File: src/rtl/shift_reg_pkg.sv
// Shared definitions for the universal shift register: mode codes, FSM states
// and the multi-step mode classifier.
package shift_reg_pkg;

  typedef logic [2:0] mode_t;

  localparam mode_t MODE_HOLD = 3'b000;
  localparam mode_t MODE_LOAD = 3'b001;
  localparam mode_t MODE_SHL  = 3'b010;
  localparam mode_t MODE_SHR  = 3'b011;
  localparam mode_t MODE_ROTL = 3'b100;
  localparam mode_t MODE_ROTR = 3'b101;
  localparam mode_t MODE_ASHR = 3'b110;
  localparam mode_t MODE_RSV  = 3'b111;

  typedef enum logic {
    ST_IDLE = 1'b0,
    ST_RUN  = 1'b1
  } state_e;

  // Only true shift/rotate modes make a multi-step run worth entering.
  function automatic logic is_multi_step(mode_t m);
    return !(m == MODE_HOLD || m == MODE_LOAD || m == MODE_RSV);
  endfunction

endpackage

File: src/rtl/shift_step.sv
// Combinational single-step shifter: next register value and shifted-out bit
// for a given mode. Load is resolved by the caller since it needs parallel data.
module shift_step
  import shift_reg_pkg::*;
#(
  parameter int unsigned WIDTH = 8
) (
  input  logic [WIDTH-1:0] q,
  input  mode_t            mode,
  input  logic             sin,
  output logic [WIDTH-1:0] next_q,
  output logic             sout
);

  always_comb begin
    next_q = q;
    sout   = 1'b0;
    case (mode)
      MODE_SHL: begin
        next_q = {q[WIDTH-2:0], sin};
        sout   = q[WIDTH-1];
      end
      MODE_SHR: begin
        next_q = {sin, q[WIDTH-1:1]};
        sout   = q[0];
      end
      MODE_ROTL: begin
        next_q = {q[WIDTH-2:0], q[WIDTH-1]};
        sout   = q[WIDTH-1];
      end
      MODE_ROTR: begin
        next_q = {q[0], q[WIDTH-1:1]};
        sout   = q[0];
      end
      MODE_ASHR: begin
        next_q = {q[WIDTH-1], q[WIDTH-1:1]};
        sout   = q[0];
      end
      default: ;
    endcase
  end

endmodule

File: src/rtl/shift_reg_univ.sv
// Universal shift register with parallel load, shift/rotate/arithmetic modes
// and a stallable multi-step shift engine reporting busy/done.
module shift_reg_univ
  import shift_reg_pkg::*;
#(
  parameter int unsigned      WIDTH      = 8,
  parameter logic [WIDTH-1:0] PRESET_VAL = {WIDTH{1'b1}},
  parameter int unsigned      CNT_W      = $clog2(WIDTH + 1)
) (
  input  logic             clk,
  input  logic             reset,
  input  logic             preset,
  input  logic             en,
  input  logic [2:0]       mode,
  input  logic [WIDTH-1:0] d,
  input  logic             sin,
  input  logic             start,
  input  logic [CNT_W-1:0] amount,
  output logic [WIDTH-1:0] q,
  output logic             sout,
  output logic             busy,
  output logic             done
);

  state_e           state_q, state_d;
  mode_t            mode_q, mode_d;
  mode_t            eff_mode;
  logic [CNT_W-1:0] cnt_q, cnt_d;
  logic [CNT_W-1:0] amt_clamp;
  logic [WIDTH-1:0] q_q, q_d;
  logic [WIDTH-1:0] step_q;
  logic             done_q, done_d;

  // While running, the latched mode drives both the shifter and sout.
  assign eff_mode  = (state_q == ST_RUN) ? mode_q : mode;
  assign amt_clamp = (amount > CNT_W'(WIDTH)) ? CNT_W'(WIDTH) : amount;

  shift_step #(
    .WIDTH(WIDTH)
  ) u_shift_step (
    .q     (q_q),
    .mode  (eff_mode),
    .sin   (sin),
    .next_q(step_q),
    .sout  (sout)
  );

  always_comb begin
    state_d = state_q;
    mode_d  = mode_q;
    cnt_d   = cnt_q;
    q_d     = q_q;
    done_d  = 1'b0;
    if (!preset) begin
      q_d     = PRESET_VAL;
      state_d = ST_IDLE;
      cnt_d   = '0;
    end else begin
      unique case (state_q)
        ST_IDLE: begin
          if (start) begin
            mode_d = mode;
            if (amt_clamp == '0 || !is_multi_step(mode)) begin
              cnt_d  = '0;
              done_d = 1'b1;
            end else begin
              cnt_d   = amt_clamp;
              state_d = ST_RUN;
            end
          end else if (en) begin
            q_d = (mode == MODE_LOAD) ? d : step_q;
          end
        end
        ST_RUN: begin
          if (en) begin
            q_d   = step_q;
            cnt_d = cnt_q - CNT_W'(1);
            if (cnt_q == CNT_W'(1)) begin
              state_d = ST_IDLE;
              done_d  = 1'b1;
            end
          end
        end
        default: state_d = ST_IDLE;
      endcase
    end
  end

  always_ff @(posedge clk or negedge reset) begin
    if (!reset) begin
      state_q <= ST_IDLE;
      mode_q  <= MODE_HOLD;
      cnt_q   <= '0;
      q_q     <= '0;
      done_q  <= 1'b0;
    end else begin
      state_q <= state_d;
      mode_q  <= mode_d;
      cnt_q   <= cnt_d;
      q_q     <= q_d;
      done_q  <= done_d;
    end
  end

  assign q    = q_q;
  assign busy = (state_q == ST_RUN);
  assign done = done_q;

endmodule

File: config.mk
export PLATFORM = sky130hd
export DESIGN_NAME = shift_reg_univ
export DESIGN_NICKNAME = d
export VERILOG_FILES = /design/src/rtl/shift_reg_pkg.sv /design/src/rtl/shift_step.sv /design/src/rtl/shift_reg_univ.sv
export SDC_FILE = /design/constraint.sdc
export NUM_CORES = 1
export LEC_CHECK = 0
export ABC_AREA = 1
export ABC_CLOCK_PERIOD_IN_PS = 1600
export CAP_MARGIN = 20
export CORE_ASPECT_RATIO = 0.6
export CORE_MARGIN = 3
export CORE_UTILIZATION = 45
export DETAILED_ROUTE_END_ITERATION = 16
export DONT_BUFFER_PORTS = 1
export SETUP_SLACK_MARGIN = 0.15
export SYNTH_ARGS = -nofsm -noshare
export SYNTH_HDL_FRONTEND = slang
export SYNTH_SLANG_ARGS = --single-unit
File: constraint.sdc
create_clock -name clk -period 1.6 [get_ports clk]
set_input_delay 0.16 -clock clk [delete_from_list [all_inputs] [get_ports clk]]
set_output_delay 0.16 -clock clk [all_outputs]
set_load 0.03 [all_outputs]
==> impl_metrics.py, run 1 <==
metrics = {
    "sta": {
        "whs_ps": 9.43,
        "rsz0062_at_grt": "true",
        "min_period_over_period": 1.04,
        "setup_viol": 7,
        "fin_crit_ps": 1670,
        "slew_headroom": 0.459,
        "timing.final.ws_setup_ps": -68.0,
        "fin_skew_ps": 9.53,
        "drv_slew": 0,
        "finalHoldViolCount": 0,
        "worst_pin_slew_ps": 809,
        "clock.fmax_mhz": 600,
    },
    "cts": {
        "clockBufferDepth": 2,
        "cts.clk_slew.worst_paths_ps": 70,
        "root_buffer": "clkbuf_8",
        "cts_buffers": 3,
        "htreeDepth": 1,
        "cts_sinks": 17,
        "clock_latency_ps": 260,
        "cts_tree": "done",
    },
    "logic_synthesis": {
        "synth_cell_types": 32,
        "syn_avg_cell_area_um2": 7.25,
        "synth_seq_cells": 17,
        "ys_warn_count": 0,
        "synth-main-ff-cell": "dfrtp_1",
        "syn-num-nets": 211,
        "synth-edff-count": 0,
        "netlist_instances": 188,
        "async_flop_share": 1.00,
        "ys_seq_area_frac": 0.312,
        "synth_area_um2": 1360,
    },
    "drt": {
        "wl_met2_um": 1590,
        "wl_met1_um": 1800,
        "routed.top_layer": "met4",
        "wl_per_cell_um": 15.4,
        "post_drt_via_cell_ratio": 5.50,
        "drt_first_pass_iters": 6,
        "drtAntennaViolNets": 0,
        "vias": 1331,
        "wl_met3_um": 318,
        "drt_wl_total_um": 3740,
        "dr.first_iter.drc_count": 98,
        "drc": 0,
    },
    "run_status": {
        "violations": "negative setup slack",
        "status": "finished with violations",
    },
    "critical_path": {
        "reg2reg_from": "busy",
        "crit_start": "busy",
        "cp_max_fo": 8,
        "startpoint_type": "flop",
        "cp.required_ps": 1440,
        "worst-setup-path-type": "flop to output pin",
        "worstPathArrival_ps": 1510,
        "critPathCaptureType": "output pin",
    },
    "global_routing": {
        "antenna_found_initial": 0,
        "track_usage": 0.215,
        "grt_pass1_vias": 1231,
        "grt_max_degree": 18,
        "gr-total-overflow": 0,
        "grt_first_pass_wirelength_um": 6320,
    },
    "finish": {
        "fillers": 236,
        "register_area_um2": 427,
        "fin_util": 0.610,
        "most-common-layout-cells": "44 x nand2_1, 20 x nand3_1, 18 x inv_1, 16 x dfrtp_1, 12 x a21oi_1",
        "multi_input_area_um2": 898,
        "antenna_cells": 0,
        "area_delta_synth_final_pct": 20.0,
        "nets": 226,
        "layout_commonest_cell": "nand2_1",
        "layout-drive-gt1-share": 0.248,
    },
    "floorplan": {
        "die_x_um": 77.0,
        "io_pins": 32,
        "die_area_um2": 3750,
        "num_rows": 14,
        "core_area_um2": 2680,
        "start_util": 0.508,
        "die_h_um": 48.6,
    },
    "power": {
        "p_leak_nw": 0.769,
        "ir_worst_vdd_mv": 0.506,
        "powerDensity_nw_per_um2": 916,
    },
    "placed_design": {
        "io_buffers": 0,
        "dpl.hpwl_um": 2750,
        "gp_congestion": 0.903,
    },
    "worst_hold_path": {
        "holdCritPathClass": "input pin to flop",
        "min_from": "preset",
    },
    "flow_run": {
        "max_cap_viol_count": 0,
    },
}
-- state kept, by name, indices dropped and copies added (netlist names) --
name / flops
q: 8
cnt_q: 4
mode_q: 3
busy: 1
done: 1
-- what timing repair did --
item	4_1_cts	5_1_grt
buffers inserted	7	0
gates resized for setup	18	2
pin swaps	11	0
setup endpoints to repair	13	14
hold buffers	1	0
endpoints found under the hold margin	17	0
-- report_power, final --
group	leakage, nW	internal [W]	switching [W]	total [W]
clock network	0.0255	0.000173	0.000152	0.000325
logic	0.549	0.000234	0.000364	0.000599
registers	0.194	0.000473	0.000100	0.000573
-- path summary, 6_finish.rpt --
path	endpoint	slack, ps	cells past startpoint
min	busy	9	1
max reg2reg	q[4]	-20	11
max in group asynchronous	busy	620	1
min reg2reg	mode_q[0]	520	2
min in group asynchronous	busy	430	1
max	sout	-70	7
-- routing by layer --
| layer | global-route usage | vias up |
|---|---|---|
| li1 | - | 654 |
| met1 | 0.310 | 620 |
| met2 | 0.303 | 55 |
| met3 | 0.0667 | 2 |
| met4 | 0.0680 | 0 |
| met5 | 0 | - |
-- through the flow --
step / setup TNS (ps) / power (W) / worst slack, ps / area [um2] / instances
after floorplan: 0 / 0.000983 / 148 / 1390 / 188
after global placement: 0 / 0.00107 / 86.3 / 1450 / 230
final: -152 / 0.00150 / -68.0 / 1640 / 242
after CTS: -257 / 0.00150 / -55.7 / 1630 / 242
after global routing: -1030 / 0.00161 / -134 / 1640 / 242
after detailed placement: 0 / 0.00108 / 11.5 / 1450 / 230
-- cell families (layout without fill, tap and decap cells) --
group	Yosys count	after routing	synth area share
AOI/OAI and AO/OA	42	42	0.191
and+or+nand+nor	100	100	0.391
DFF	17	17	0.312
adders and majority gates	2	2	0.0184
buffers and inverters	27	41	0.0872
-- cells in the mapped netlist (2+ instances only) --
cell type / number / share of area
a21oi_1: 13 / 0.048
buf_6: 2 / 0.017
dfrtp_1: 17 / 0.31
ha_1: 2 / 0.018
inv_1: 20 / 0.055
inv_2: 2 / 0.0055
nand2_1: 51 / 0.14
nand2_2: 5 / 0.023
nand2_4: 3 / 0.025
nand2_8: 3 / 0.044
nand3_1: 21 / 0.077
nand3b_1: 6 / 0.033
nor2_1: 7 / 0.019
nor3_1: 2 / 0.0073
o21ai_0: 12 / 0.044
o21ai_1: 4 / 0.015
o22ai_1: 3 / 0.014
-- layout make-up --
cell class / instances / share of cell area
Clock inverter: 1 / 0.00306
Clock buffer: 3 / 0.0252
Multi-Input combinational cell: 144 / 0.549
Tap cell: 40 / 0.0306
Timing Repair Buffer: 13 / 0.0712
Inverter: 24 / 0.0597
Sequential cell: 17 / 0.261
-- critical path, stage by stage (launching register included) --
cell and delay (ps):
dfrtp_2 490, inv_4 140, nand2_4 70, nand2_8 100, nand2_8 70, a21oi_4 160, nand2_2 80, nand2_4 130
No activity file was read; power rests on OpenSTA's default activity.
==> run 2: changes to the inputs <==
--- a/config.mk
+++ b/config.mk
@@ -9,7 +9,7 @@
 export ABC_CLOCK_PERIOD_IN_PS = 1600
 export CAP_MARGIN = 20
 export CORE_ASPECT_RATIO = 0.6
-export CORE_MARGIN = 3
+export CORE_MARGIN = 5
 export CORE_UTILIZATION = 45
 export DETAILED_ROUTE_END_ITERATION = 16
 export DONT_BUFFER_PORTS = 1
==> impl_metrics.py, run 2 (synthesized netlist as in run 1, its figures left out) <==
metrics = {
    "sta": {
        "min_period_over_period": 1.03,
        "worst_pin_slew_ps": 862,
        "drv_slew": 0,
        "finalHoldViolCount": 0,
        "fin_skew_ps": 4.51,
        "timing.final.ws_setup_ps": -42.4,
        "fin_crit_ps": 1640,
        "rsz0062_at_grt": "true",
        "clock.fmax_mhz": 609,
        "slew_headroom": 0.423,
        "setup_viol": 4,
    },
    "finish": {
        "antenna_cells": 0,
        "nets": 237,
        "area_delta_synth_final_pct": 29.3,
        "layout-drive-gt1-share": 0.305,
        "fin_cells": 255,
        "layout_commonest_cell": "nand2_1",
        "most-common-layout-cells": "43 x nand2_1, 20 x nand3_1, 18 x inv_1, 17 x buf_4, 16 x dfrtp_1",
        "largest_register_ff_count": 8,
        "fin_util": 0.610,
    },
    "cts": {
        "cts_tree": "done",
        "cts_sinks": 17,
        "clock_latency_ps": 260,
        "clockBufferDepth": 2,
        "htreeDepth": 1,
        "root_buffer": "clkbuf_8",
        "cts_buffers": 3,
        "cts.clk_slew.worst_paths_ps": 70,
    },
    "power": {
        "p_leak_nw": 0.830,
        "ir_worst_vdd_mv": 0.443,
        "powerDensity_nw_per_um2": 890,
    },
    "critical_path": {
        "worstReg2RegEnd": "q[0]",
        "worst-setup-path-type": "flop to output pin",
        "reg2reg_from": "busy",
        "r2r_cells": 12,
        "critPathCaptureType": "output pin",
        "cp_max_fo": 6,
        "worstPathArrival_ps": 1480,
        "cp.required_ps": 1440,
        "startpoint_type": "flop",
        "regToRegSetupSlack_ps": -40,
    },
    "run_status": {
        "violations": "negative setup slack",
        "status": "finished with violations",
    },
    "worst_hold_path": {
        "holdPathEnd": "busy",
        "holdCritPathClass": "input pin to flop",
        "holdPathStages": 1,
        "min_from": "preset",
    },
    "placed_design": {
        "pre_cts_ws_ps": 59.9,
        "dpl.hpwl_um": 2610,
        "gp_congestion": 0.838,
        "io_buffers": 0,
        "dp_cells": 232,
    },
    "floorplan": {
        "core_area_um2": 2890,
        "die_h_um": 52.6,
        "io_pins": 32,
        "die_area_um2": 4260,
        "start_util": 0.471,
        "num_rows": 15,
        "die_x_um": 81.0,
    },
    "flow_run": {
        "max_cap_viol_count": 0,
    },
    "global_routing": {
        "grt_first_pass_wirelength_um": 6270,
        "antenna_found_initial": 0,
        "gr-total-overflow": 0,
        "grt_max_degree": 18,
        "grt_pass1_vias": 1291,
        "track_usage": 0.195,
    },
    "drt": {
        "post_drt_via_cell_ratio": 5.40,
        "vias": 1378,
        "drt_first_pass_iters": 4,
        "drc": 0,
        "drt_wl_total_um": 3960,
        "dr.first_iter.drc_count": 73,
        "drtAntennaViolNets": 0,
        "wl_per_cell_um": 15.5,
    },
}
==> run 2: cell count changes in the layout (fill, tap and decap cells not counted), sizes merged <==
cell      previous run  this run
inv                 23        21
clkinvlp             0         2
buf                 12        22
clkinv               2         3
==> run 2: worst max-delay path by stage <==
| stage | from | endpoint | slack [ps] |
|---|---|---|---|
| 4_1_cts | busy | sout | -30 |
| 3_5_place_dp | busy | q[0] | 60 |
| 2_1_floorplan | busy | q[0] | 150 |
| 6_report | busy | sout | -40 |
| 3_3_place_gp | busy | q[0] | 70 |
| 5_1_grt | busy | q[0] | -130 |
==> run 2: critical path, stage by stage, from the launching register on <==
cell     delay (ps)
dfrtp_2         460
buf_6           120
nand2_1          70
nand2_4         100
nand2_8          80
a21oi_4         170
nand2_2          80
nand2_4         130
==> run 2: layout make-up <==
| cell class | count | area (um2) |
|---|---|---|
| fillers | 272 | 1130 |
| multi-input cells | 144 | 925 |
| flip-flops and latches | 17 | 427 |
| repair buffers | 23 | 203 |
| inverters | 24 | 101 |
| well taps | 42 | 52.6 |
| clock buffers | 3 | 41.3 |
| repair inverters | 1 | 7.51 |
| clock inverters | 1 | 5.00 |
==> run 2: power by group <==
part	internal (W)	leakage, nW	switching, W
logic	0.000277	0.610	0.000386
registers	0.000473	0.194	0.0000980
clock network	0.000173	0.0255	0.000161
==> run 2: metal layers <==
metal	global-route usage	vias to the layer above	share of wire
li1	-	677	-
met1	0.273	638	0.47
met2	0.279	58	0.44
met3	0.0739	5	0.082
met4	0.0449	0	0.0043
met5	0	-	0
==> run 2: metrics by stage <==
step | hold WS (ps) | area, um2 | setup TNS, ps | total power, W
after floorplan | -136 | 1390 | 0 | 0.000983
after global placement | -135 | 1450 | 0 | 0.00107
after detailed placement | -135 | 1450 | 0 | 0.00107
after CTS | 14.7 | 1690 | -28.0 | 0.00153
after global routing | 17.2 | 1760 | -824 | 0.00167
final | 17.3 | 1760 | -99.2 | 0.00157
==> run 2: timing repair <==
| action | in CTS | in global routing |
|---|---|---|
| setup buffers | 13 | 4 |
| resized for setup | 16 | 13 |
| hold buffers | 1 | 0 |
| cloned | 1 | 0 |
| hold endpoints to repair | 17 | 0 |
| pin swaps | 10 | 10 |
| endpoints found under the setup margin | 12 | 14 |
==> run 3: changes to the inputs <==
--- a/config.mk
+++ b/config.mk
@@ -14,6 +14,7 @@
 export DETAILED_ROUTE_END_ITERATION = 16
 export DONT_BUFFER_PORTS = 1
 export SETUP_SLACK_MARGIN = 0.15
+export SKIP_LAST_GASP = 1
 export SYNTH_ARGS = -nofsm -noshare
 export SYNTH_HDL_FRONTEND = slang
 export SYNTH_SLANG_ARGS = --single-unit
==> impl_metrics.py, run 3 (synthesized netlist as in run 1, its figures left out) <==
metrics = {
    "sta": {
        "timing.final.ws_setup_ps": -49.4,
        "fin_skew_ps": 4.88,
        "clock.fmax_mhz": 606,
        "worst_pin_slew_ps": 859,
        "finalHoldViolCount": 0,
        "setup_viol": 4,
        "rsz0062_at_grt": "true",
        "min_period_over_period": 1.03,
        "slew_headroom": 0.425,
        "fin_crit_ps": 1650,
        "drv_slew": 0,
    },
    "finish": {
        "fin_util": 0.607,
        "most-common-layout-cells": "44 x nand2_1, 20 x nand3_1, 18 x inv_1, 17 x buf_4, 16 x dfrtp_1",
        "area_delta_synth_final_pct": 28.7,
        "layout-drive-gt1-share": 0.300,
        "layout_commonest_cell": "nand2_1",
        "fillers": 276,
        "largest_register_ff_count": 8,
        "antenna_cells": 0,
        "fin_cells": 255,
        "nets": 237,
    },
    "critical_path": {
        "cp_cell_sequence": "buf_6 > nand2_1 > nand2_4 > nand2_8 > a21oi_4 > nand2_2 > nand2_4",
        "critPathMaxStageDelay_ps": 460,
        "critical_path.slowest_cell": "dfrtp_2",
        "crit_buf_inv": 1,
        "cpLargestDelayFamily": "flip-flops",
        "startpoint_type": "flop",
        "worstPathArrival_ps": 1490,
        "worst_path_most_repeated_cell": "nand2_4",
        "critPathCaptureType": "output pin",
        "cp_max_fo": 6,
        "cp.required_ps": 1440,
        "worst-setup-path-type": "flop to output pin",
    },
    "cts": {
        "clockBufferDepth": 2,
        "htreeDepth": 1,
        "cts_buffers": 3,
        "root_buffer": "clkbuf_8",
        "cts.clk_slew.worst_paths_ps": 70,
        "clock_latency_ps": 260,
        "cts_sinks": 17,
        "cts_tree": "done",
    },
    "placed_design": {
        "io_buffers": 0,
        "pre_cts_ws_ps": 59.9,
        "dpl.hpwl_um": 2610,
        "gp_congestion": 0.838,
        "dp_cells": 232,
    },
    "global_routing": {
        "grt_pass1_vias": 1291,
        "grt_first_pass_wirelength_um": 6270,
        "gr-total-overflow": 0,
        "track_usage": 0.195,
        "antenna_found_initial": 0,
        "grt_max_degree": 18,
    },
    "drt": {
        "post_drt_via_cell_ratio": 5.40,
        "dr.first_iter.drc_count": 67,
        "drc": 0,
        "wl_per_cell_um": 15.5,
        "vias": 1376,
        "drtAntennaViolNets": 0,
        "drt_first_pass_iters": 4,
        "drt_wl_total_um": 3950,
    },
    "power": {
        "ir_worst_vdd_mv": 0.440,
        "seq_power_share": 0.365,
        "p_leak_nw": 0.821,
        "p_sw_w": 0.000641,
        "powerDensity_nw_per_um2": 892,
        "pwr-share-clk": 0.213,
        "p_int_w": 0.000923,
        "combPwrFrac": 0.422,
        "swShare": 0.410,
    },
    "floorplan": {
        "die_area_um2": 4260,
        "num_rows": 15,
        "die_h_um": 52.6,
        "die_x_um": 81.0,
        "start_util": 0.471,
        "core_area_um2": 2890,
        "io_pins": 32,
    },
    "run_status": {
        "status": "finished with violations",
        "violations": "negative setup slack",
    },
    "flow_run": {
        "max_cap_viol_count": 0,
    },
    "worst_hold_path": {
        "holdCritPathClass": "input pin to flop",
    },
}
## run 3: repair_timing
action | CTS | global route
resized for setup | 15 | 12
pin swaps | 10 | 10
endpoints found under the hold margin | 17 | 0
buffers inserted | 13 | 4
cloned | 1 | 0
hold buffers | 1 | 0
setup endpoints to repair | 12 | 14
## run 3: power groups by stage
stage	Combinational (W)	Clock [W]	Sequential, W
global placement	0.000494	0	0.000576
CTS	0.000613	0.000345	0.000569
finish	0.000660	0.000333	0.000570
detailed placement	0.000498	0	0.000575
floorplan	0.000419	0	0.000564
global route	0.000726	0.000362	0.000578
## run 3: worst register-to-register path, delay by kind of cell, from the launching register on
family / cells / cell delay, ps
flops: 1 / 460
simple gates: 7 / 440
compound gates: 1 / 120
buf+inv: 4 / 490
## run 3: final cells by class
| class | count | area [um2] | area share |
|---|---|---|---|
| multi-input cells | 144 | 917 | 0.523 |
| flip-flops and latches | 17 | 427 | 0.243 |
| inverters | 24 | 101 | 0.0578 |
| clock inverters | 1 | 5.00 | 0.00285 |
| repair inverters | 1 | 7.51 | 0.00428 |
| clock buffers | 3 | 41.3 | 0.0235 |
| repair buffers | 23 | 203 | 0.116 |
| well taps | 42 | 52.6 | 0.0300 |
## run 3: through the flow
stage	cell area, um2	power (W)	hold slack [ps]	setup TNS (ps)
2_1_floorplan	1390	0.000983	-136	0
3_3_place_gp	1450	0.00107	-135	0
3_5_place_dp	1450	0.00107	-135	0
4_1_cts	1690	0.00153	14.7	-28.0
5_1_grt	1750	0.00167	17.2	-826
6_report	1750	0.00156	17.0	-112
## run 3: path summary, 6_finish.rpt
kind                            from        end  slack [ps]  cells after the start
min in group asynchronous      reset       q[7]         450                      1
max in group asynchronous      reset       busy         570                      1
min                           preset       busy          20                      1
max                             busy       sout         -50                      7
max reg2reg                     busy       q[0]         -40                     12
min reg2reg                mode_q[0]  mode_q[0]         520                      2
## run 3: per-layer routing
layer / vias up / GRT usage / part of all wire
met3: 3 / 0.0739 / 0.086
met1: 638 / 0.273 / 0.47
met5: - / 0 / 0
li1: 678 / - / -
met2: 57 / 0.279 / 0.44
met4: 0 / 0.0449 / 0.0030
